<file path="config.mk">
export PLATFORM = sky130hd
export DESIGN_NAME = spi_loader_flat
export DESIGN_NICKNAME = d
export VERILOG_FILES = /design/src/rtl/spi_loader_if.sv /design/src/rtl/spi_loader.sv /design/src/flat_wrapper.sv
export SDC_FILE = /design/constraint.sdc
export NUM_CORES = 1
export LEC_CHECK = 0
export CAP_MARGIN = 40
export CORE_ASPECT_RATIO = 0.9
export CORE_UTILIZATION = 37
export DETAILED_ROUTE_END_ITERATION = 16
export GPL_ROUTABILITY_DRIVEN = 0
export PLACE_DENSITY = 0.62
export SETUP_SLACK_MARGIN = 0.1
export SYNTH_ARGS = -nofsm -noshare
export SYNTH_HDL_FRONTEND = slang
export SYNTH_SLANG_ARGS = --single-unit
</file>
<file path="constraint.sdc">
create_clock -name clk -period 2.7 [get_ports clk]
set_input_delay 0.27 -clock clk [delete_from_list [all_inputs] [get_ports clk]]
set_output_delay 0.27 -clock clk [all_outputs]
set_load 0.05 [all_outputs]
</file>
<file path="src/rtl/spi_loader_if.sv">
// Write-port bundle from the serial loader into the core's instruction/data memories.
interface spi_loader_if #(
    parameter int unsigned ADDR_W = 4,
    parameter int unsigned DATA_W = 8
);
    logic              wr_en;
    logic              wr_sel;
    logic [ADDR_W-1:0] wr_addr;
    logic [DATA_W-1:0] wr_data;

    modport master (output wr_en, wr_sel, wr_addr, wr_data);
    modport slave  (input  wr_en, wr_sel, wr_addr, wr_data);
endinterface

</file>
<file path="src/rtl/spi_loader.sv">
// Serial program/data loader: deserializes LSB-first frames into memory write strobes
// and hands the core run/halt status in run mode.
module spi_loader #(
    parameter int unsigned DATA_W      = 8,
    parameter int unsigned ADDR_W      = 4,
    parameter int unsigned SYNC_STAGES = 2
) (
    input  logic              clk,
    input  logic              rst,
    input  logic              sclk_in,
    input  logic              mosi_in,
    input  logic [1:0]        mode_in,
    input  logic              halt_in,
    spi_loader_if.master      wr,
    output logic              done_out,
    output logic              run_out,
    output logic              frame_err
);
    localparam int unsigned FRAME_LEN = ADDR_W + DATA_W + 1;
    localparam int unsigned CNT_W     = $clog2(FRAME_LEN + 1);

    localparam logic [1:0] IDLE   = 2'd0;
    localparam logic [1:0] SHIFT  = 2'd1;
    localparam logic [1:0] COMMIT = 2'd2;
    localparam logic [1:0] RUN    = 2'd3;

    localparam logic [1:0] MODE_IDLE = 2'b00;
    localparam logic [1:0] MODE_RUN  = 2'b11;

    logic [SYNC_STAGES-1:0]      sclk_sync;
    logic [SYNC_STAGES-1:0]      mosi_sync;
    logic [SYNC_STAGES-1:0][1:0] mode_sync;
    logic                        sclk_prev;
    logic                        sclk_s, mosi_s, sclk_rise;
    logic [1:0]                  mode_s;

    logic [1:0]           state, state_d;
    logic [1:0]           ld_mode, ld_mode_d;
    logic [CNT_W-1:0]     cnt, cnt_d;
    logic [FRAME_LEN-1:0] sr, sr_d;
    logic                 enter;

    logic              wr_en_d, wr_sel_d, frame_err_d, done_d, run_d;
    logic [ADDR_W-1:0] wr_addr_d;
    logic [DATA_W-1:0] wr_data_d;

    assign sclk_s    = sclk_sync[SYNC_STAGES-1];
    assign mosi_s    = mosi_sync[SYNC_STAGES-1];
    assign mode_s    = mode_sync[SYNC_STAGES-1];
    assign sclk_rise = sclk_s & ~sclk_prev;

    // Equal-depth synchronizers keep sclk, mosi and mode aligned to each other.
    always_ff @(posedge clk) begin
        if (rst) begin
            sclk_sync <= '0;
            mosi_sync <= '0;
            mode_sync <= '0;
            sclk_prev <= 1'b0;
        end else begin
            sclk_sync <= {sclk_sync[SYNC_STAGES-2:0], sclk_in};
            mosi_sync <= {mosi_sync[SYNC_STAGES-2:0], mosi_in};
            mode_sync <= {mode_sync[SYNC_STAGES-2:0], mode_in};
            sclk_prev <= sclk_s;
        end
    end

    always_ff @(posedge clk) begin
        if (rst) begin
            state      <= IDLE;
            ld_mode    <= MODE_IDLE;
            cnt        <= '0;
            sr         <= '0;
            wr.wr_en   <= 1'b0;
            wr.wr_sel  <= 1'b0;
            wr.wr_addr <= '0;
            wr.wr_data <= '0;
            frame_err  <= 1'b0;
            done_out   <= 1'b0;
            run_out    <= 1'b0;
        end else begin
            state      <= state_d;
            ld_mode    <= ld_mode_d;
            cnt        <= cnt_d;
            sr         <= sr_d;
            wr.wr_en   <= wr_en_d;
            wr.wr_sel  <= wr_sel_d;
            wr.wr_addr <= wr_addr_d;
            wr.wr_data <= wr_data_d;
            frame_err  <= frame_err_d;
            done_out   <= done_d;
            run_out    <= run_d;
        end
    end

    always_comb begin
        state_d     = state;
        ld_mode_d   = ld_mode;
        cnt_d       = cnt;
        sr_d        = sr;
        enter       = 1'b0;
        wr_en_d     = 1'b0;
        wr_sel_d    = wr.wr_sel;
        wr_addr_d   = wr.wr_addr;
        wr_data_d   = wr.wr_data;
        frame_err_d = 1'b0;
        done_d      = done_out;
        run_d       = 1'b0;

        case (state)
            IDLE: begin
                done_d = 1'b0;
                enter  = 1'b1;
            end
            SHIFT: begin
                if (mode_s != ld_mode) begin
                    // Partial frame is dropped silently; new mode handled as from IDLE.
                    done_d = 1'b0;
                    enter  = 1'b1;
                end else if (sclk_rise) begin
                    sr_d = {mosi_s, sr[FRAME_LEN-1:1]};
                    if (cnt == CNT_W'(FRAME_LEN - 1)) begin
                        // Outputs registered here so they are valid during COMMIT.
                        state_d     = COMMIT;
                        cnt_d       = CNT_W'(FRAME_LEN);
                        frame_err_d = mosi_s;
                        wr_en_d     = ~mosi_s;
                        if (!mosi_s) begin
                            wr_sel_d  = ld_mode[1];
                            wr_addr_d = sr_d[ADDR_W-1:0];
                            wr_data_d = sr_d[ADDR_W +: DATA_W];
                        end
                    end else begin
                        cnt_d = cnt + CNT_W'(1);
                    end
                end
            end
            COMMIT: begin
                cnt_d   = '0;
                state_d = SHIFT;
                if (wr.wr_en && (&wr.wr_addr))
                    done_d = 1'b1;
            end
            RUN: begin
                if (mode_s != MODE_RUN) begin
                    state_d = IDLE;
                    done_d  = 1'b0;
                end else begin
                    run_d  = 1'b1;
                    done_d = halt_in;
                end
            end
            default: state_d = IDLE;
        endcase

        if (enter) begin
            if (mode_s == MODE_RUN) begin
                state_d = RUN;
                run_d   = 1'b1;
                done_d  = halt_in;
            end else if (mode_s == MODE_IDLE) begin
                state_d = IDLE;
            end else begin
                state_d   = SHIFT;
                ld_mode_d = mode_s;
                cnt_d     = '0;
            end
        end
    end
endmodule

</file>
<file path="src/flat_wrapper.sv">
// flat-port wrapper written by rule: the top's interface ports become plain ports
module spi_loader_flat 
#(
    parameter int unsigned DATA_W      = 8,
    parameter int unsigned ADDR_W      = 4,
    parameter int unsigned SYNC_STAGES = 2
)
  (clk, rst, sclk_in, mosi_in, mode_in, halt_in, done_out, run_out, frame_err, wr_wr_en, wr_wr_sel, wr_wr_addr, wr_wr_data);
  spi_loader_if #(.ADDR_W(ADDR_W), .DATA_W(DATA_W)) wr_i ();
  input  logic clk;
  input  logic rst;
  input  logic sclk_in;
  input  logic mosi_in;
  input  logic [1:0] mode_in;
  input  logic halt_in;
  output logic done_out;
  output logic run_out;
  output logic frame_err;
  output wire logic [$bits(wr_i.wr_en)-1:0] wr_wr_en;
  output wire logic [$bits(wr_i.wr_sel)-1:0] wr_wr_sel;
  output wire logic [$bits(wr_i.wr_addr)-1:0] wr_wr_addr;
  output wire logic [$bits(wr_i.wr_data)-1:0] wr_wr_data;
  assign wr_wr_en = wr_i.wr_en;
  assign wr_wr_sel = wr_i.wr_sel;
  assign wr_wr_addr = wr_i.wr_addr;
  assign wr_wr_data = wr_i.wr_data;
  spi_loader #(.DATA_W(DATA_W), .ADDR_W(ADDR_W), .SYNC_STAGES(SYNC_STAGES)) u_core (.clk(clk), .rst(rst), .sclk_in(sclk_in), .mosi_in(mosi_in), .mode_in(mode_in), .halt_in(halt_in), .wr(wr_i), .done_out(done_out), .run_out(run_out), .frame_err(frame_err));
endmodule
</file>
==> results_dict.tcl <==
set metrics [dict create \
    grt_max_degree 22 \
    max_freq_mhz 477 \
    hpwlAfterDp_um 2490 \
    cts_resized 0 \
    path_max_fanout 6 \
    finalMaxSlewViolations 0 \
    ioPinCount 24 \
    synthCells 208 \
    post-place-ws_ps 669 \
    finalNetCount 247 \
    clock_power_share 0.339 \
    max_stage_delay_ps 590 \
    drt-initial-drc-count 53 \
    area_growth_pct 19.9 \
    core-area_um2 4950 \
    synth.avg_cell_area_um2 9.39 \
    grt_pass1_vias 1350 \
    min_period_over_period 0.777 \
    htree_levels 2 \
    nFillCells 472 \
    setup-violations-final 0 \
    crit_family "compound AO/OA/AOI/OAI gates" \
    hold_path.class "reg2reg" \
    leakagePower_nw 0.833 \
    hold_violations 0 \
    cts_num_sinks 46 \
    cts_buffer_depth 2 \
    grt_usage 0.143 \
    post-route-min-period_ps 2100 \
    diodes 0 \
    clock_skew_ps 7.60 \
    cp-end-kind "register" \
    crit_required_ps 2840 \
    final_cell_mix "46 x dfxtp_1, 27 x nand2_1, 23 x clkdlybuf4s50_1" \
    drive_above_1_share 0.0739 \
    clkTransAtPathRegs_ps 80 \
    arrival_ps 2240 \
    hold_buffers 0 \
    worst_pin_slew_ps 683 \
    power.internal_w 0.00110 \
    start_util 0.394 \
    synth_area_um2 1950 \
    layout_commonest_cell "dfxtp_1" \
    die_w_um 78.6 \
    grt_pass1_wl_um 6210 \
    rsz0062_at_grt "no" \
    die_h_um 70.9 \
    cp_common_cell "inv_1" \
    grt.overflow.total 0 \
    switching_power_w 0.000397 \
    antenna_found_initial 0 \
    root_buffer "clkbuf_8" \
    synth_cell_types 36 \
    status "completed" \
    setup-tns-final_ps 0 \
    ys_ff_latch 46 \
    port_buffers 23 \
    post-cts-setup-buffers 0 \
    final_cell_count_no_fill 295 \
    wl_per_cell_um 11.7 \
    dp_cells 288 \
    ant_nets 0 \
    crit_chain "inv_1, ha_1, inv_1, a21oi_2, nor2_1, o31ai_1, a211oi_1" \
    synth-seq-area-share 0.471 \
    die_area_um2 5570 \
    clk_latency_ps 290 \
    finalWorstSetupSlack_ps 603 \
    routed_wl_um 3460 \
    route.detailed.drc 0 \
    pwr-share-seq 0.478 \
    switching_share 0.265 \
    path_class "reg2reg" \
    synth_fp_nets 225 \
    slowest_stage "o31ai_1" \
    numCtsBuffers 5 \
    irDropWorstVdd_mv 0.310 \
    maxCapViolCount 0 \
    routed_via_density 4.82 \
    row_count 24 \
    ys_warn_count 0 \
    max_slew_margin 0.541 \
    cts_tree "built" \
    vias 1421 \
    power.density_nw_per_um2 638 \
    cp-start-kind "register" \
    drtPass1Iterations 4 \
    worst-path-buf-inv 2 \
    combPwrFrac 0.183 \
]
[metrics by stage]
stage                     hold slack, ps  area (um2)   util  power (W)
after floorplan                      398        1950      -   0.000939
after global placement               416        2230  0.450   0.000998
after detailed placement             420        2230  0.450   0.000997
after CTS                            440        2340  0.473    0.00151
after global routing                 466        2340  0.473    0.00158
final                                437        2340  0.473    0.00149
[cell usage after synthesis (all sizes together)]
cell,n,area [um2]
a311oi,1,8.76
nor4b,1,8.76
a21o,2,15.0
o211ai,2,15.0
xnor2,2,32.5
nor3,3,26.3
o211a,1,10.0
a21oi,19,98.9
a41o,1,10.0
nand4,1,21.3
mux2i,16,160
a31oi,4,31.3
clkbuf,9,35.0
buf,2,22.5
nor2,18,67.6
and4,1,8.76
nand3,5,25.0
o21ai,5,25.0
nand2,27,101
nor2b,10,62.6
nor4,3,18.8
a32oi,1,8.76
ha,10,125
nand2b,1,6.26
dfxtp,46,921
and2,1,7.51
and3,2,12.5
a211oi,3,22.5
inv,10,37.5
o31ai,1,7.51
[final cells by class]
cell class	count	area [um2]	share of cell area
Clock buffer	6	82.6	0.0353
Clock inverter	1	30.0	0.0128
Inverter	10	37.5	0.0160
Multi-Input combinational cell	141	937	0.400
Sequential cell	46	921	0.393
Tap cell	65	81.3	0.0347
Timing Repair Buffer	26	253	0.108
[final timing paths]
path | startpoint | end | slack [ps] | cells after the start
min | u_core.mosi_sync[0] | u_core.mosi_sync[1] | 440 | 1
min reg2reg | u_core.mosi_sync[0] | u_core.mosi_sync[1] | 440 | 1
max reg2reg | u_core.state[1] | u_core.cnt[2] | 600 | 7
max | u_core.state[1] | u_core.cnt[2] | 600 | 7
[power groups by stage]
| stage | Sequential (W) | Combinational, W | Clock (W) |
|---|---|---|---|
| 2_1_floorplan | 0.000727 | 0.000212 | 0 |
| 3_3_place_gp | 0.000728 | 0.000270 | 0 |
| 3_5_place_dp | 0.000731 | 0.000267 | 0 |
| 4_1_cts | 0.000714 | 0.000269 | 0.000522 |
| 5_1_grt | 0.000718 | 0.000304 | 0.000562 |
| 6_report | 0.000714 | 0.000274 | 0.000507 |
[logic make-up after synthesis]
| family | Yosys count | share of synthesized area |
|---|---|---|
| xor gates and xnor gates | 2 | 0.0167 |
| and+or+nand+nor | 73 | 0.188 |
| buffers and inverters | 21 | 0.0487 |
| DFF | 46 | 0.471 |
| AOI/OAI and AO/OA | 40 | 0.129 |
| muxes | 16 | 0.0820 |
| adders and majority gates | 10 | 0.0641 |
[layer usage]
layer	routed length (um)	part of all wire	GRT usage	up-vias
li1	-	-	-	752
met1	1770	0.51	0.200	639
met2	1480	0.43	0.209	26
met3	169	0.049	0.0426	4
met4	44	0.013	0.0494	0
met5	0	0	0	-
[worst reg2reg max path, delay by kind of cell (launching register included)]
family	cells	cell delay, ps
AO/OA/AOI/OAI	3	920
flip-flops	1	350
buffers and inverters	2	270
adder cells (fa/ha/maj)	1	270
AND/OR/NAND/NOR	1	140
[flip-flops by register name, indices dropped and copies added (netlist names)]
name,count
u_core.state,2
u_core.wr.wr_en,1
u_core.wr.wr_data,8
u_core.mode_s,2
u_core.sr,12
u_core.sclk_prev,1
u_core.ld_mode,2
u_core.mosi_sync,2
u_core.frame_err,1
u_core.done_out,1
u_core.run_out,1
u_core.cnt,4
u_core.wr.wr_sel,1
u_core.sclk_sync,2
u_core.wr.wr_addr,4
u_core.mode_sync,2
Power figures use the tool's default switching activity.
